**config.mk**
```make
export PLATFORM = sky130hd
export DESIGN_NAME = alu_cmd_sequencer
export DESIGN_NICKNAME = d
export VERILOG_FILES = /design/src/rtl/alu_cmd_sequencer.sv
export SDC_FILE = /design/constraint.sdc
export NUM_CORES = 1
export LEC_CHECK = 0
export BUFFER_PORTS_ARGS = -buffer_cell sky130_fd_sc_hd__buf_4
export CORE_MARGIN = 4
export CORE_UTILIZATION = 40
export DETAILED_ROUTE_END_ITERATION = 8
export GPL_TIMING_DRIVEN = 0
export SYNTH_ARGS = -nofsm -noshare
export SYNTH_HDL_FRONTEND = slang
export SYNTH_SLANG_ARGS = --single-unit
```
**constraint.sdc**
```tcl
create_clock -name clk -period 4.3 [get_ports clk]
set_clock_uncertainty 0.05 [all_clocks]
set_input_delay 0 -clock clk [delete_from_list [all_inputs] [get_ports clk]]
set_output_delay 0 -clock clk [all_outputs]
set_load 0.02 [all_outputs]
```
**src/rtl/alu_cmd_sequencer.sv**
```systemverilog
// alu_cmd_sequencer: FIFO-buffered command issuer for the registered 4-bit ALU.
// Results return on a valid/ready response stream. Only one command is at the ALU at a time.
module alu_cmd_sequencer #(
  parameter int DEPTH = 4,
  parameter int CNT_W = 8
) (
  input  logic             clk,
  input  logic             rst,
  input  logic             cmd_valid,
  output logic             cmd_ready,
  input  logic [2:0]       cmd_op,
  input  logic [3:0]       cmd_a,
  input  logic [3:0]       cmd_b,
  output logic             alu_en,
  output logic [2:0]       alu_op,
  output logic [3:0]       alu_a,
  output logic [3:0]       alu_b,
  input  logic [3:0]       alu_result,
  input  logic             alu_carry,
  input  logic             alu_zero,
  output logic             rsp_valid,
  input  logic             rsp_ready,
  output logic [3:0]       rsp_result,
  output logic             rsp_carry,
  output logic             rsp_zero,
  output logic [2:0]       rsp_op,
  output logic             busy,
  output logic [CNT_W-1:0] cmd_count
);
  localparam int AW = $clog2(DEPTH);
  typedef enum logic [1:0] {IDLE, ISSUE, CAPTURE, RESP} state_t;
  state_t r_state, w_next;
  logic [10:0] r_mem [DEPTH];
  logic [AW:0] r_wr, r_rd;
  logic w_empty, w_full, w_push, w_pop, w_cap, w_hs;
  // Pointers carry one extra wrap bit so full and empty are distinguishable.
  assign w_empty   = r_wr == r_rd;
  assign w_full    = (r_wr[AW] != r_rd[AW]) && (r_wr[AW-1:0] == r_rd[AW-1:0]);
  assign w_push    = cmd_valid && !w_full;
  assign cmd_ready = !w_full;
  assign busy      = r_state != IDLE || !w_empty;
  always_comb begin
    w_hs   = r_state == RESP && rsp_ready;
    w_cap  = r_state == CAPTURE;
    w_pop  = !w_empty && (r_state == IDLE || w_hs);
    w_next = w_pop ? ISSUE : r_state == ISSUE ? CAPTURE : w_cap ? RESP :
             (r_state == RESP && !w_hs) ? RESP : IDLE;
  end
  always_ff @(posedge clk)
    if (w_push) r_mem[r_wr[AW-1:0]] <= {cmd_op, cmd_a, cmd_b};
  always_ff @(posedge clk or posedge rst)
    if (rst) begin
      r_state    <= IDLE;
      r_wr       <= '0;
      r_rd       <= '0;
      alu_en     <= 1'b0;
      alu_op     <= '0;
      alu_a      <= '0;
      alu_b      <= '0;
      rsp_valid  <= 1'b0;
      rsp_result <= '0;
      rsp_carry  <= 1'b0;
      rsp_zero   <= 1'b0;
      rsp_op     <= '0;
      cmd_count  <= '0;
    end else begin
      r_state <= w_next;
      alu_en  <= w_pop;
      if (w_push) r_wr <= r_wr + 1'b1;
      if (w_pop) begin
        r_rd <= r_rd + 1'b1;
        {alu_op, alu_a, alu_b} <= r_mem[r_rd[AW-1:0]];
      end
      if (w_cap) begin
        rsp_valid  <= 1'b1;
        rsp_result <= alu_result;
        rsp_carry  <= alu_carry;
        rsp_zero   <= alu_zero;
        rsp_op     <= alu_op;
      end else if (w_hs) rsp_valid <= 1'b0;
      if (w_hs) cmd_count <= cmd_count + 1'b1;
    end
endmodule

```
==> results.md <==
* Status: finished, final reports clean
* Syn Inst Count at 178
* H-tree levels at 3
* Synth Area per Inst at 18.36 um2
* Sequential area share after synthesis at 69.53%
* Reg2reg setup slack at 2.41 ns
* Clock Tree Buf Depth at 2
* Final setup viols at 0
* Routed vias/inst at 4.712
* Top cell type's share of synthesized area at between 40% and 50%
* Post-synth cell types at 29
* Die height at 98.39 um
* Core footprint at 7848 um2
* Initial DRC Count at 49
* Fin cells at 368
* Overall routing resource usage at between 10% and 20%
* Total power at 3.104 mW
* Diodes inserted at 0
* Critical path launch point type: register
* Initial antenna violation count at 0
* Gpl congestion at 0.7154
* IO Pins at 53
* R2R cell count at 3
* Vias in the first global route at 1,795
* CP Class: register to register
* Yosys reg bits at 82
* CTS tree: done
* First-pass GRT wire length at about 9100 um
* Synth area leaders: edfxtp_1 40%, dfrtp_1 29%, mux4_2 6.9%
* Hold violation count in the final report at 0
* Min Tclk post-route at 1.893 ns
* Die W at 98.39 um
* Die area at 9681 um2
* Syn nets at about 210
* Synth area leader: edfxtp_1
* Power Density at 738.2 nW/um2
* Largest net degree at the start of global routing at 39
* ANT nets after route at 0
* Remaining global-route overflow at 0
* Worst Setup End Kind: register
* Area growth, synth to finish at 28.64%
* Final period utilization at 44.01%
* Worst setup margin at 2.407 ns
* Headroom to the max-slew limit at 46.95%
* DR pass1 iterations at 4
* Slew Limit Fails at 0
* Share of layout cells above drive strength 1 at 42.11%
* # rows at 32
* Final nets at 288
* Clock Sink Count at 82
* Clk pin slew, worst setup/hold paths at 0.08 ns
* Hpwl dp at 3620 um
* Synth Warn # at 0
* Pre-CTS setup slack at 2.395 ns
* Hold Path Class: input pin to asynchronous set/reset pin
* RSZ-0062 raised after global routing: no
* CP Data Required Time at ~4.5 ns
* Worst vdd ir at 0.3423 mV
* CTS resizes at 0
* Crit path max fanout at 10
* Vias at between 1,500 and 2,000
* Detailed-route wire length at roughly 5600 um
* Arr. time, crit path at 2.07 ns
* Cts bufs inserted at 9
* Post-CTS setup repair buffer count at 0
* RR Endpoint: alu_b[0]$_DFFE_PP0P_
* Clk_lat worst skew at approximately 0.34 ns
* Drt drc at 0
* DP Cell Count at about 330
* Setup Total Neg Slack at 0 ns
* WL per Instance at 15.11 um
* Commonest cells after routing, fill and taps aside: 52 x buf_4, 44 x edfxtp_1, 38 x dfrtp_1
* Reg-to-Reg Start: r_rd[0]$_DFFE_PP0P_
* Mapped Area at 3268 um2
* Max-cap violations at 0
* Worst Max-Slew Pin Slew at 0.7947 ns
* FMAX at around 530 MHz
* Root buf cell: clkbuf_8
* P_leak at 1.725 nW
* Commonest non-fill, non-tap cell in the layout: buf_4
* PortBufs at 52
* Starting Density at 41.65%
==> layer usage <==
| layer | vias up | global-route usage (%) | routed length [um] |
|---|---|---|---|
| met1 | 854 | 16.41 | 2458 |
| met5 | - | 0 | 0 |
| met2 | 51 | 19.19 | 2670 |
| li1 | 824 | - | - |
| met4 | 0 | 3.782 | 65 |
| met3 | 5 | 4.500 | 366 |
==> through the flow <==
step	area [um2]	utilization (%)	hold WS, ns
3_3_place_gp	3786	48.25	0.1503
2_1_floorplan	3268	-	0.04887
6_report	4204	53.57	0.3160
4_1_cts	4204	53.57	0.3237
3_5_place_dp	3786	48.25	0.1557
5_1_grt	4204	53.57	0.3327
==> final cells by class <==
| cell class | count | area (um2) |
|---|---|---|
| inverters | 5 | 18.77 |
| flip-flops and latches | 82 | 2272 |
| fillers | 653 | 3643 |
| clock buffers | 10 | 127.6 |
| clock inverters | 6 | 90.09 |
| multi-input cells | 85 | 935.9 |
| well taps | 102 | 127.6 |
| plain buffers | 6 | 41.29 |
| repair buffers | 72 | 590.6 |
==> synthesized netlist by cell type (all sizes together) <==
cell	n
nand3	4
or3	1
nor2	6
inv	5
and2	1
buf	5
xor2	6
dfrtp	38
mux4	11
o32ai	1
nor2b	1
and3	6
clkbuf	1
xnor2	9
mux2	22
o21bai	1
nand2	6
nor3	1
a21boi	1
ha	6
edfxtp	44
nand4	2
==> power by group <==
group	internal (mW)	total, mW	switching (mW)
registers	1.11	1.27	0.165
clock network	0.329	0.599	0.270
logic	0.641	1.23	0.592
total	2.08	3.10	1.03
==> how the worst max path moves through the flow <==
stage / start / end
4_1_cts: r_rd[0]$_DFFE_PP0P_ / alu_b[0]$_DFFE_PP0P_
3_5_place_dp: r_rd[0]$_DFFE_PP0P_ / alu_b[0]$_DFFE_PP0P_
3_3_place_gp: r_rd[0]$_DFFE_PP0P_ / alu_b[0]$_DFFE_PP0P_
6_report: r_rd[0]$_DFFE_PP0P_ / alu_b[0]$_DFFE_PP0P_
5_1_grt: r_rd[1]$_DFFE_PP0P_ / r_mem[1][9]$_DFFE_PP_
2_1_floorplan: r_rd[0]$_DFFE_PP0P_ / alu_a[2]$_DFFE_PP0P_
==> cells by family (layout without fill, tap and decap cells) <==
family                   Yosys count  count (layout)  share of synthesized area [%]
adder cells (fa/ha/maj)            6               6                          2.297
buffers and inverters             11              99                          1.837
multiplexers                      33              33                          16.19
AO/OA/AOI/OAI                      3               3                          1.302
XOR/XNOR                          15              15                          4.250
AND/OR/NAND/NOR                   28              28                          4.594
flip-flops                        82              82                          69.53
==> critical path, cell delays in order, from the launching register on <==
cell     delay (ns)
dfrtp_1        0.51
buf_2          0.40
mux4_2         0.55
mux2_4         0.28
==> sequential cells by signal, summed over array words and instances, names as in the netlist <==
signal and cells:
r_rd 3, alu_en 1, alu_op 3, r_mem 44, rsp_op 3, rsp_carry 1, rsp_valid 1, rsp_result 4
rsp_zero 1, alu_a 4, cmd_count 8, r_wr 3, alu_b 4, r_state 2
==> what timing repair did <==
action | in CTS | in global routing
hold buffers | 20 | 0
hold endpoints to repair | 92 | 0
setup endpoints to repair | 0 | 0
(Power assumes the default switching activity.)
